--- src/rtl/synapse_av_pkg.sv ---
// Shared types and status-word layout for the synapse316 MCU Avalon-MM bridge.
package synapse_av_pkg;

    localparam int AV_DATA_W = 16;

    typedef enum logic [1:0] {
        IDLE    = 2'd0,
        WRITE   = 2'd1,
        READ    = 2'd2,
        CAPTURE = 2'd3
    } bridge_state_t;

    localparam int STAT_BUSY    = 0;
    localparam int STAT_CNT_LSB = 1;

    typedef struct packed {
        logic [2*AV_DATA_W-1:0] addr;
        logic [AV_DATA_W-1:0]   data;
    } wfifo_entry_t;

    // Sticky-flag positions follow the FIFO count field, whose width tracks the depth.
    function automatic int stat_ovf_bit(input int cnt_w);
        return STAT_CNT_LSB + cnt_w;
    endfunction

endpackage

--- src/rtl/bridge_wfifo.sv ---
// Posted-write FIFO: synchronous push/pop, head visible combinationally, pointers flushed by reset.
module bridge_wfifo #(
    parameter int DEPTH = 4,
    parameter int WIDTH = 48
) (
    input  logic                     clk_i,
    input  logic                     rst_ni,
    input  logic                     push_i,
    input  logic                     pop_i,
    input  logic [WIDTH-1:0]         wdata_i,
    output logic [WIDTH-1:0]         rdata_o,
    output logic                     full_o,
    output logic                     empty_o,
    output logic [$clog2(DEPTH):0]   count_o
);

    localparam int PTR_W = $clog2(DEPTH);

    logic [WIDTH-1:0] mem_q [DEPTH];
    logic [PTR_W-1:0] wr_ptr_q;
    logic [PTR_W-1:0] rd_ptr_q;
    logic [PTR_W:0]   count_q;
    logic             do_push;
    logic             do_pop;

    assign full_o  = (count_q == (PTR_W+1)'(DEPTH));
    assign empty_o = (count_q == '0);
    assign count_o = count_q;
    assign rdata_o = mem_q[rd_ptr_q];
    assign do_push = push_i & ~full_o;
    assign do_pop  = pop_i & ~empty_o;

    always_ff @(posedge clk_i or negedge rst_ni) begin
        if (!rst_ni) begin
            wr_ptr_q <= '0;
            rd_ptr_q <= '0;
            count_q  <= '0;
        end else begin
            if (do_push) wr_ptr_q <= wr_ptr_q + PTR_W'(1);
            if (do_pop)  rd_ptr_q <= rd_ptr_q + PTR_W'(1);
            unique case ({do_push, do_pop})
                2'b10:   count_q <= count_q + (PTR_W+1)'(1);
                2'b01:   count_q <= count_q - (PTR_W+1)'(1);
                default: count_q <= count_q;
            endcase
        end
    end

    always_ff @(posedge clk_i) begin
        if (do_push) mem_q[wr_ptr_q] <= wdata_i;
    end

endmodule

--- src/rtl/mcu_avalon_bridge.sv ---
// Register-mapped Avalon-MM master for the synapse316 MCU with posted writes and address auto-increment.
// Optional waitrequest timeout/abort is compiled in when AVB_TIMEOUT_EN is defined.
module mcu_avalon_bridge
    import synapse_av_pkg::*;
#(
    parameter int DATA_W      = AV_DATA_W,
    parameter int WFIFO_DEPTH = 4,
    parameter int ADDR_INC    = 2
`ifdef AVB_TIMEOUT_EN
    ,
    parameter int TIMEOUT_CYC = 1024
`endif
) (
    input  logic                sysclk,
    input  logic                sysreset_n,
    input  logic [DATA_W-1:0]   r_load_data,
    input  logic                ld_ad_hi,
    input  logic                ld_ad_lo,
    input  logic                ld_wdata,
    input  logic                rd_wdata,
    input  logic                ld_ctrl,
    output logic [DATA_W-1:0]   ad_hi,
    output logic [DATA_W-1:0]   ad_lo,
    output logic [DATA_W-1:0]   read_data,
    output logic [DATA_W-1:0]   status,
    output logic                mcu_wait,
    output logic [2*DATA_W-1:0] av_address,
    output logic                av_read,
    output logic                av_write,
    output logic [DATA_W-1:0]   av_writedata,
    input  logic [DATA_W-1:0]   av_readdata,
    input  logic                av_waitrequest
);

    localparam int ADDR_W   = 2*DATA_W;
    localparam int CNT_W    = $clog2(WFIFO_DEPTH) + 1;
    localparam int STAT_OVF = stat_ovf_bit(CNT_W);
    localparam int STAT_TOE = STAT_OVF + 1;
    localparam logic [ADDR_W-1:0] INC = ADDR_W'(ADDR_INC);

    bridge_state_t     state_q, state_d;
    logic [ADDR_W-1:0] addr_q, rd_addr_q;
    logic [ADDR_W-1:0] addr_after_push, addr_after_rd;
    logic [DATA_W-1:0] rbuf_q, read_data_q, cap_val;
    logic              read_pending_q, auto_inc_q, overflow_q;
    logic              push_ok, rd_trig, clr_sticky;
    logic              fifo_pop, fifo_full, fifo_empty, rd_done, cap_load;
    logic              tmo_hit, timeout_err, busy;
    logic [CNT_W-1:0]  fifo_count;
    wfifo_entry_t      push_entry, head_entry;

    assign push_ok    = ld_wdata & ~fifo_full;
    assign rd_trig    = rd_wdata & ~read_pending_q;
    assign clr_sticky = ld_ctrl & r_load_data[1];
    assign push_entry = '{addr: addr_q, data: r_load_data};

    // A write and a read trigger in the same cycle each consume one increment, write first.
    assign addr_after_push = addr_q + ((push_ok & auto_inc_q) ? INC : '0);
    assign addr_after_rd   = addr_after_push + ((rd_trig & auto_inc_q) ? INC : '0);

    bridge_wfifo #(
        .DEPTH (WFIFO_DEPTH),
        .WIDTH ($bits(wfifo_entry_t))
    ) u_wfifo (
        .clk_i   (sysclk),
        .rst_ni  (sysreset_n),
        .push_i  (push_ok),
        .pop_i   (fifo_pop),
        .wdata_i (push_entry),
        .rdata_o (head_entry),
        .full_o  (fifo_full),
        .empty_o (fifo_empty),
        .count_o (fifo_count)
    );

    always_ff @(posedge sysclk or negedge sysreset_n) begin
        if (!sysreset_n) begin
            state_q        <= IDLE;
            addr_q         <= '0;
            rd_addr_q      <= '0;
            rbuf_q         <= '0;
            read_data_q    <= '0;
            read_pending_q <= 1'b0;
            auto_inc_q     <= 1'b0;
            overflow_q     <= 1'b0;
        end else begin
            state_q <= state_d;
            if (ld_ad_hi || ld_ad_lo) begin
                if (ld_ad_hi) addr_q[ADDR_W-1:DATA_W] <= r_load_data;
                if (ld_ad_lo) addr_q[DATA_W-1:0]      <= r_load_data;
            end else begin
                addr_q <= addr_after_rd;
            end
            if (rd_trig) begin
                read_pending_q <= 1'b1;
                rd_addr_q      <= addr_after_push;
            end else if (rd_done) begin
                read_pending_q <= 1'b0;
            end
            if (ld_ctrl)                  auto_inc_q  <= r_load_data[0];
            if (ld_wdata && fifo_full)    overflow_q  <= 1'b1;
            else if (clr_sticky)          overflow_q  <= 1'b0;
            if (cap_load)                 rbuf_q      <= cap_val;
            if (state_q == CAPTURE)       read_data_q <= rbuf_q;
        end
    end

    always_comb begin
        state_d  = state_q;
        fifo_pop = 1'b0;
        rd_done  = 1'b0;
        cap_load = 1'b0;
        cap_val  = av_readdata;
        unique case (state_q)
            IDLE: begin
                if (!fifo_empty)         state_d = WRITE;
                else if (read_pending_q) state_d = READ;
            end
            WRITE: begin
                if (!av_waitrequest || tmo_hit) begin
                    fifo_pop = 1'b1;
                    state_d  = IDLE;
                end
            end
            READ: begin
                if (!av_waitrequest || tmo_hit) begin
                    cap_load = 1'b1;
                    if (tmo_hit) cap_val = '1;
                    state_d  = CAPTURE;
                end
            end
            CAPTURE: begin
                rd_done = 1'b1;
                state_d = IDLE;
            end
            default: state_d = IDLE;
        endcase
    end

`ifdef AVB_TIMEOUT_EN
    localparam int TMO_W = $clog2(TIMEOUT_CYC + 1);

    logic [TMO_W-1:0] tmo_cnt_q;
    logic             timeout_err_q;
    logic             stalled;

    assign stalled     = av_waitrequest & ((state_q == WRITE) | (state_q == READ));
    assign tmo_hit     = stalled & (tmo_cnt_q == TMO_W'(TIMEOUT_CYC - 1));
    assign timeout_err = timeout_err_q;

    always_ff @(posedge sysclk or negedge sysreset_n) begin
        if (!sysreset_n) begin
            tmo_cnt_q     <= '0;
            timeout_err_q <= 1'b0;
        end else begin
            if (tmo_hit || !stalled) tmo_cnt_q <= '0;
            else                     tmo_cnt_q <= tmo_cnt_q + TMO_W'(1);
            if (tmo_hit)             timeout_err_q <= 1'b1;
            else if (clr_sticky)     timeout_err_q <= 1'b0;
        end
    end
`else
    assign tmo_hit     = 1'b0;
    assign timeout_err = 1'b0;
`endif

    assign busy = (state_q != IDLE) | ~fifo_empty | read_pending_q;

    always_comb begin
        status                         = '0;
        status[STAT_BUSY]              = busy;
        status[STAT_CNT_LSB +: CNT_W]  = fifo_count;
        status[STAT_OVF]               = overflow_q;
        status[STAT_TOE]               = timeout_err;
    end

    assign ad_hi        = addr_q[ADDR_W-1:DATA_W];
    assign ad_lo        = addr_q[DATA_W-1:0];
    assign read_data    = read_data_q;
    assign mcu_wait     = fifo_full | read_pending_q | (state_q == READ) | (state_q == CAPTURE);
    assign av_write     = (state_q == WRITE);
    assign av_read      = (state_q == READ);
    assign av_address   = (state_q == WRITE) ? head_entry.addr : rd_addr_q;
    assign av_writedata = head_entry.data;

endmodule
--- config.mk ---
export PLATFORM = sky130hd
export DESIGN_NAME = mcu_avalon_bridge
export DESIGN_NICKNAME = d
export VERILOG_FILES = /design/src/rtl/synapse_av_pkg.sv /design/src/rtl/bridge_wfifo.sv /design/src/rtl/mcu_avalon_bridge.sv
export SDC_FILE = /design/constraint.sdc
export NUM_CORES = 1
export LEC_CHECK = 0
export ABC_AREA = 1
export CORE_MARGIN = 4
export CORE_UTILIZATION = 50
export CTS_CLUSTER_DIAMETER = 100
export CTS_CLUSTER_SIZE = 30
export DETAILED_ROUTE_END_ITERATION = 10
export PLACE_DENSITY = 0.83
export SYNTH_ARGS = -nofsm -noshare
export SYNTH_HDL_FRONTEND = slang
export SYNTH_SLANG_ARGS = --single-unit
--- constraint.sdc ---
create_clock -name sysclk -period 3 [get_ports sysclk]
set_input_delay 0.75 -clock sysclk [delete_from_list [all_inputs] [get_ports sysclk]]
set_output_delay 0.75 -clock sysclk [all_outputs]
set_load 0.02 [all_outputs]
==> impl_metrics.json, run 1 <==
{
  "ys_async_sr_fraction": 0.360,
  "p_sw_frac": 0.393,
  "clock_latency_ns": 0.52,
  "final_nets": 1684,
  "ys_seq_elements": 300,
  "tritoncts": "built",
  "synth_edf_count": 192,
  "timing.final.max_slew_violations": 0,
  "r2r-end": "addr_q[17]",
  "fin_hold_ws_ns": 0.0778,
  "ctsLongestPathBuffers": 3,
  "io_buffers": 143,
  "start_util": 0.510,
  "synth_ff_type": "edfxtp_1",
  "finalCritPeriodShare": 0.975,
  "die_x_um": 174,
  "cts_root_buf": "clkbuf_16",
  "grt_first_pass_wirelength_um": 59700,
  "netSwitchingPower_mw": 5.97,
  "die_y_um": 174,
  "critPathKind": "register to primary output",
  "crit_path_end": "av_address[11]",
  "final-hold-violation-count": 0,
  "track_usage": 0.246,
  "peakVddDrop_mv": 0.650,
  "fp-row-count": 60,
  "grt_pass1_vias": 10817,
  "syn2layout_area_growth_pct": 25.4,
  "drt-wirelength-per-cell_um": 19.4,
  "core_area_um2": 27100,
  "status": "finished, final reports clean",
  "p_clk_frac": 0.154,
  "setup_viol": 0,
  "layout-drive-gt1-share": 0.161,
  "comb_power_share": 0.446,
  "synthDistinctLibCells": 43,
  "cts_sinks": 300,
  "ys_seq_area_frac": 0.613,
  "antenna_left": 0,
  "netlist_area_um2": 13800,
  "vias": 11125,
  "r2r_start": "u_wfifo.count_o[1]",
  "gr-total-overflow": 0,
  "drt-total-wl_um": 39100,
  "cp-end-kind": "primary output",
  "finClkSkew_ns": 0.0352,
  "required_ns": 2.25,
  "cp.arrival_ns": 2.17,
  "hp-class": "input pin to asynchronous set/reset pin",
  "dieArea_um2": 30400,
  "rr_worst_depth": 15,
  "clk_pin_slew_ns": 0.12,
  "tightest_slew_ns": 0.600,
  "drtPass1Iterations": 7,
  "cp-start-kind": "register",
  "relSlewSlack": 0.600,
  "min_period_ns": 2.92,
  "drc_errors": 0,
  "seq_power_share": 0.401,
  "p_total_mw": 15.2,
  "worstPathMaxFanout": 29,
  "p_per_area_nw_per_um2": 877,
  "boundaryPins": 155,
  "cts_buffers": 14,
  "critPathLaunch": "u_wfifo.rd_ptr_q[0]",
  "antenna_found_initial": 1,
  "cts_max_level": 1,
  "gp_congestion": 0.936,
  "hpwl_um": 27100,
  "maxCapViolations": 0,
  "initialDrtViolationCount": 1052,
  "p_int_mw": 9.23,
  "nFillCells": 2182,
  "synth_warnings": 0,
  "p_leak_nw": 7.06,
  "viasPerCell": 5.53,
  "fmax_mhz": 342,
  "syn_inst": 1411,
  "reg2reg_setup_slack_ns": 0.09,
  "avgSynthCellArea_um2": 9.80,
  "grt_max_degree": 63
}
## power by group through the flow
stage	Clock [mW]	Combinational, mW	Sequential, mW
6_report	2.33	6.78	6.09
4_1_cts	2.36	6.67	6.07
3_3_place_gp	0	6.77	6.11
5_1_grt	2.52	7.38	6.19
3_5_place_dp	0	6.93	6.16
2_1_floorplan	0	3.61	6.26
## synth_stat cells, types with 9 or more instances
cell | n | area, um^2
nor2_1 | 260 | 976
nand2_1 | 216 | 811
edfxtp_1 | 192 | 5770
o21ai_0 | 160 | 801
inv_1 | 109 | 409
dfrtp_1 | 108 | 2700
nand3_1 | 56 | 280
clkbuf_1 | 53 | 199
a21oi_1 | 42 | 210
o22ai_1 | 29 | 181
a31oi_1 | 23 | 144
buf_4 | 14 | 105
nand2_2 | 14 | 87.6
nand4_1 | 13 | 81.3
mux2_2 | 12 | 135
nor2_2 | 12 | 75.1
ha_1 | 10 | 125
inv_2 | 9 | 33.8
## sequential cells by signal (all words and copies together), names as in the netlist, 2 cells and up
| register | flops |
|---|---|
| u_wfifo.wr_ptr_q | 2 |
| u_wfifo.count_o | 3 |
| u_wfifo.rd_ptr_q | 2 |
| rd_addr_q | 32 |
| rbuf_q | 16 |
| addr_q | 32 |
| state_q | 2 |
| u_wfifo.mem_q | 192 |
| read_data | 16 |
## layout by cell type (no fill, tap or decap), types with 6 or more instances in the layout
| master | synthesis | layout |
|---|---|---|
| buf_12 | 0 | 16 |
| nand2_4 | 2 | 10 |
| nand4_1 | 13 | 13 |
| inv_2 | 9 | 12 |
| inv_1 | 109 | 107 |
| nand3_1 | 56 | 53 |
| o21ai_1 | 8 | 7 |
| nor2_1 | 260 | 244 |
| a22oi_1 | 8 | 7 |
| clkdlybuf4s50_1 | 0 | 93 |
| ha_1 | 10 | 7 |
| conb_1 | 1 | 11 |
| edfxtp_1 | 192 | 192 |
| nand2_1 | 216 | 197 |
| nand2_2 | 14 | 25 |
| dfrtp_1 | 108 | 107 |
| o21ai_0 | 160 | 159 |
| nor2_2 | 12 | 11 |
| dlygate4sd2_1 | 0 | 45 |
| o221ai_1 | 6 | 6 |
| o22ai_1 | 29 | 29 |
| a31oi_1 | 23 | 23 |
| nor2_4 | 8 | 25 |
| a21oi_1 | 42 | 41 |
| buf_4 | 14 | 104 |
| clkbuf_16 | 0 | 16 |
| mux2_2 | 12 | 12 |
## what timing repair did
| action | 4_1_cts | 5_1_grt |
|---|---|---|
| pin swaps | 6 | 26 |
| gates cloned | 1 | 1 |
| setup endpoints to repair | 59 | 34 |
| resized for setup | 65 | 61 |
| hold buffers | 0 | 0 |
| setup buffers | 3 | 8 |
## kinds of logic (layout without fill, tap and decap cells)
logic type	after synthesis	after routing	share of synthesized area
AO/OA/AOI/OAI	288	288	0.115
buffers and inverters	191	410	0.0558
multiplexers	12	12	0.00978
flip-flops	300	300	0.613
adder cells (fa/ha/maj)	11	11	0.0105
XOR/XNOR	6	6	0.00380
AND/OR/NAND/NOR	602	602	0.193
other	1	12	0.000271
## stage by stage
| step | utilization | std cells | setup TNS, ns | instance area (um^2) | setup WS (ns) |
|---|---|---|---|---|---|
| final | 0.640 | 2013 | 0 | 17300 | 0.0763 |
| after global placement | 0.608 | 1976 | -14.14 | 16500 | -0.613 |
| after floorplan | - | 1421 | -80.03 | 13900 | -0.417 |
| after global routing | 0.640 | 2013 | -0.256 | 17300 | -0.0641 |
| after CTS | 0.628 | 2003 | 0 | 17000 | 0.0124 |
| after detailed placement | 0.608 | 1976 | -17.31 | 16500 | -0.716 |
## routing by layer
layer / up-vias / track usage / wire, um
met2: 438 / 0.422 / 19500
li1: 5198 / - / -
met3: 50 / 0.0359 / 2640
met4: 0 / 0.0653 / 907
met1: 5439 / 0.330 / 16100
met5: - / 0 / 0
## final cells by class
cell class | count | area (um^2) | share of cell area
clock inverters | 3 | 63.8 | 0.00368
flip-flops and latches | 300 | 8470 | 0.489
inverters | 120 | 450 | 0.0260
clock buffers | 20 | 394 | 0.0227
well taps | 372 | 465 | 0.0269
diodes | 1 | 2.50 | 0.000144
repair buffers | 267 | 2550 | 0.147
multi-input cells | 930 | 4930 | 0.285
## worst min-delay path by stage
stage,to,slack (ns),depth (start not counted)
finish,rd_addr_q[27],0.08,1
global route,rd_addr_q[27],0.07,1
CTS,overflow_q,0.07,1
detailed placement,read_data[1],0.48,2
global placement,rd_addr_q[31],0.47,2
floorplan,addr_q[0],0.45,0
## worst max-delay path, stage by stage (launching register included)
cell and delay, ns:
dfrtp_2 0.48, inv_2 0.15, bufbuf_16 0.35, o21ai_0 0.13, a31oi_1 0.21, clkdlybuf4s15_1 0.33
No activity file was read; power rests on OpenSTA's default activity.
==> run 2: changes to the inputs <==
CTS_BUF_LIST = sky130_fd_sc_hd__clkbuf_8   (was not set)
==> impl_metrics.json, run 2 (synthesis gave the netlist of run 1 again) <==
{
  "status": "finished, final reports clean",
  "fp-row-count": 60,
  "fin_cells": 2020,
  "layout-drive-gt1-share": 0.172,
  "critPathBufInv": 3,
  "cts_root_buf": "clkbuf_8",
  "finalCritPeriodShare": 0.988,
  "rr_worst_depth": 21,
  "cp_top_family": "buffers and inverters",
  "grt_first_pass_wirelength_um": 60000,
  "vias": 11110,
  "grt_max_degree": 63,
  "antenna_found_initial": 1,
  "peakVddDrop_mv": 0.630,
  "finClkSkew_ns": 0.0405,
  "top_regs": "u_wfifo.mem_q x192, addr_q x32, rd_addr_q x32",
  "p_per_area_nw_per_um2": 865,
  "setup_viol": 0,
  "hold_start": "rd_addr_q[20]",
  "critPathKind": "register to primary output",
  "syn2layout_area_growth_pct": 24.7,
  "hp-class": "register to register",
  "largest_reg_flops": 192,
  "core_area_um2": 27100,
  "cp.arrival_ns": 2.21,
  "dieArea_um2": 30400,
  "p_total_mw": 14.9,
  "p_leak_nw": 7.02,
  "drt-wirelength-per-cell_um": 19.6,
  "seq_area_um2": 8470,
  "fmax_mhz": 337,
  "final-hold-violation-count": 0,
  "place_inst": 1976,
  "cts_sinks": 300,
  "critPathLaunch": "u_wfifo.rd_ptr_q[0]",
  "io_buffers": 143,
  "boundaryPins": 155,
  "maxCapViolations": 0,
  "final_nets": 1691,
  "layout_common_cells": "nor2_1 (244), nand2_1 (196), edfxtp_1 (192)",
  "rsz0062_at_grt": "yes",
  "min_period_ns": 2.96,
  "max_flop_register": "u_wfifo.mem_q",
  "cp_cell_sequence": "inv_2 -> bufbuf_16 -> o21ai_0 -> a31oi_1 -> clkdlybuf4s15_2",
  "relSlewSlack": 0.591,
  "start_util": 0.510,
  "required_ns": 2.25,
  "die_x_um": 174,
  "clock_latency_ns": 0.57,
  "cp.depth": 5,
  "final_common_cell": "nor2_1",
  "hold_depth": 2,
  "critPathSlowestCell": "dfrtp_2",
  "drtPass1Iterations": 6,
  "drc_errors": 0,
  "tritoncts": "built",
  "antenna_left": 0,
  "cp_slowest_stage_delay_ns": 0.51,
  "gp_congestion": 0.936,
  "cts_buffers": 14,
  "nFillCells": 2194,
  "grt_pass1_vias": 10880,
  "ctsLongestPathBuffers": 3,
  "viasPerCell": 5.50,
  "cp-end-kind": "primary output",
  "cp-start-kind": "register",
  "cts_max_level": 1,
  "track_usage": 0.247,
  "tightest_slew_ns": 0.614,
  "gr-total-overflow": 0,
  "multi_input_area_um2": 4920,
  "die_y_um": 174,
  "drt-total-wl_um": 39500,
  "worstPathMaxFanout": 29,
  "hpwl_um": 27100,
  "r2r_start": "u_wfifo.count_o[2]",
  "timing.final.max_slew_violations": 0,
  "initialDrtViolationCount": 1035,
  "clk_pin_slew_ns": 0.18
}
run 2: stage by stage:
stage                     area, um^2   util  hold slack (ns)  setup TNS (ns)  setup WS [ns]
after floorplan                13900      -            0.449          -80.03         -0.417
after global placement         16500  0.608            0.468          -14.14         -0.613
after detailed placement       16500  0.608            0.477          -17.31         -0.716
after CTS                      16900  0.623            0.512         -0.0120        -0.0120
after global routing           17200  0.636            0.535         -0.0905        -0.0410
final                          17200  0.636            0.511               0         0.0365
run 2: where the power goes:
part           leakage, nW  internal (mW)  switching [mW]
Sequential            3.05           5.55           0.533
Clock                0.164          0.577            1.22
Combinational         3.81           2.79            4.24
Total                 7.02           8.92            6.00
run 2: path summary, 6_finish.rpt:
kind / slack, ns / end
worst max-delay path: 0.04 / av_address[11]
worst min-delay path: 0.51 / rd_addr_q[20]
worst max register to register: 0.12 / addr_q[31]
worst min register to register: 0.51 / rd_addr_q[20]
max in group asynchronous: 1.68 / rd_addr_q[21]
min in group asynchronous: 0.56 / rd_addr_q[27]
run 2: worst reg2reg max path, delay by kind of cell, from the launching register on:
kind	cells	cell delay, ns
adder cells (fa/ha/maj)	1	0.14
buffers and inverters	5	0.57
flip-flops	1	0.43
AND/OR/NAND/NOR	15	1.66
run 2: what timing repair did:
| item | 4_1_cts | 5_1_grt |
|---|---|---|
| pin swaps | 6 | 24 |
| setup buffers | 5 | 10 |
| hold buffers | 1 | 0 |
| gates cloned | 2 | 2 |
| endpoints found under the setup margin | 56 | 42 |
| resized for setup | 68 | 101 |
| endpoints found under the hold margin | 8 | 0 |
run 2: cell type report:
class | count | area share
diodes | 1 | 0.000145
clock buffers | 15 | 0.0120
clock inverters | 8 | 0.00479
inverters | 120 | 0.0261
multi-input cells | 930 | 0.285
flip-flops and latches | 300 | 0.491
well taps | 372 | 0.0270
repair buffers | 274 | 0.153
run 2: per-layer routing:
metal / GRT usage / wire length [um]
met5: 0 / 0
met4: 0.0802 / 1260
met3: 0.0365 / 2770
met2: 0.419 / 19500
met1: 0.331 / 16000
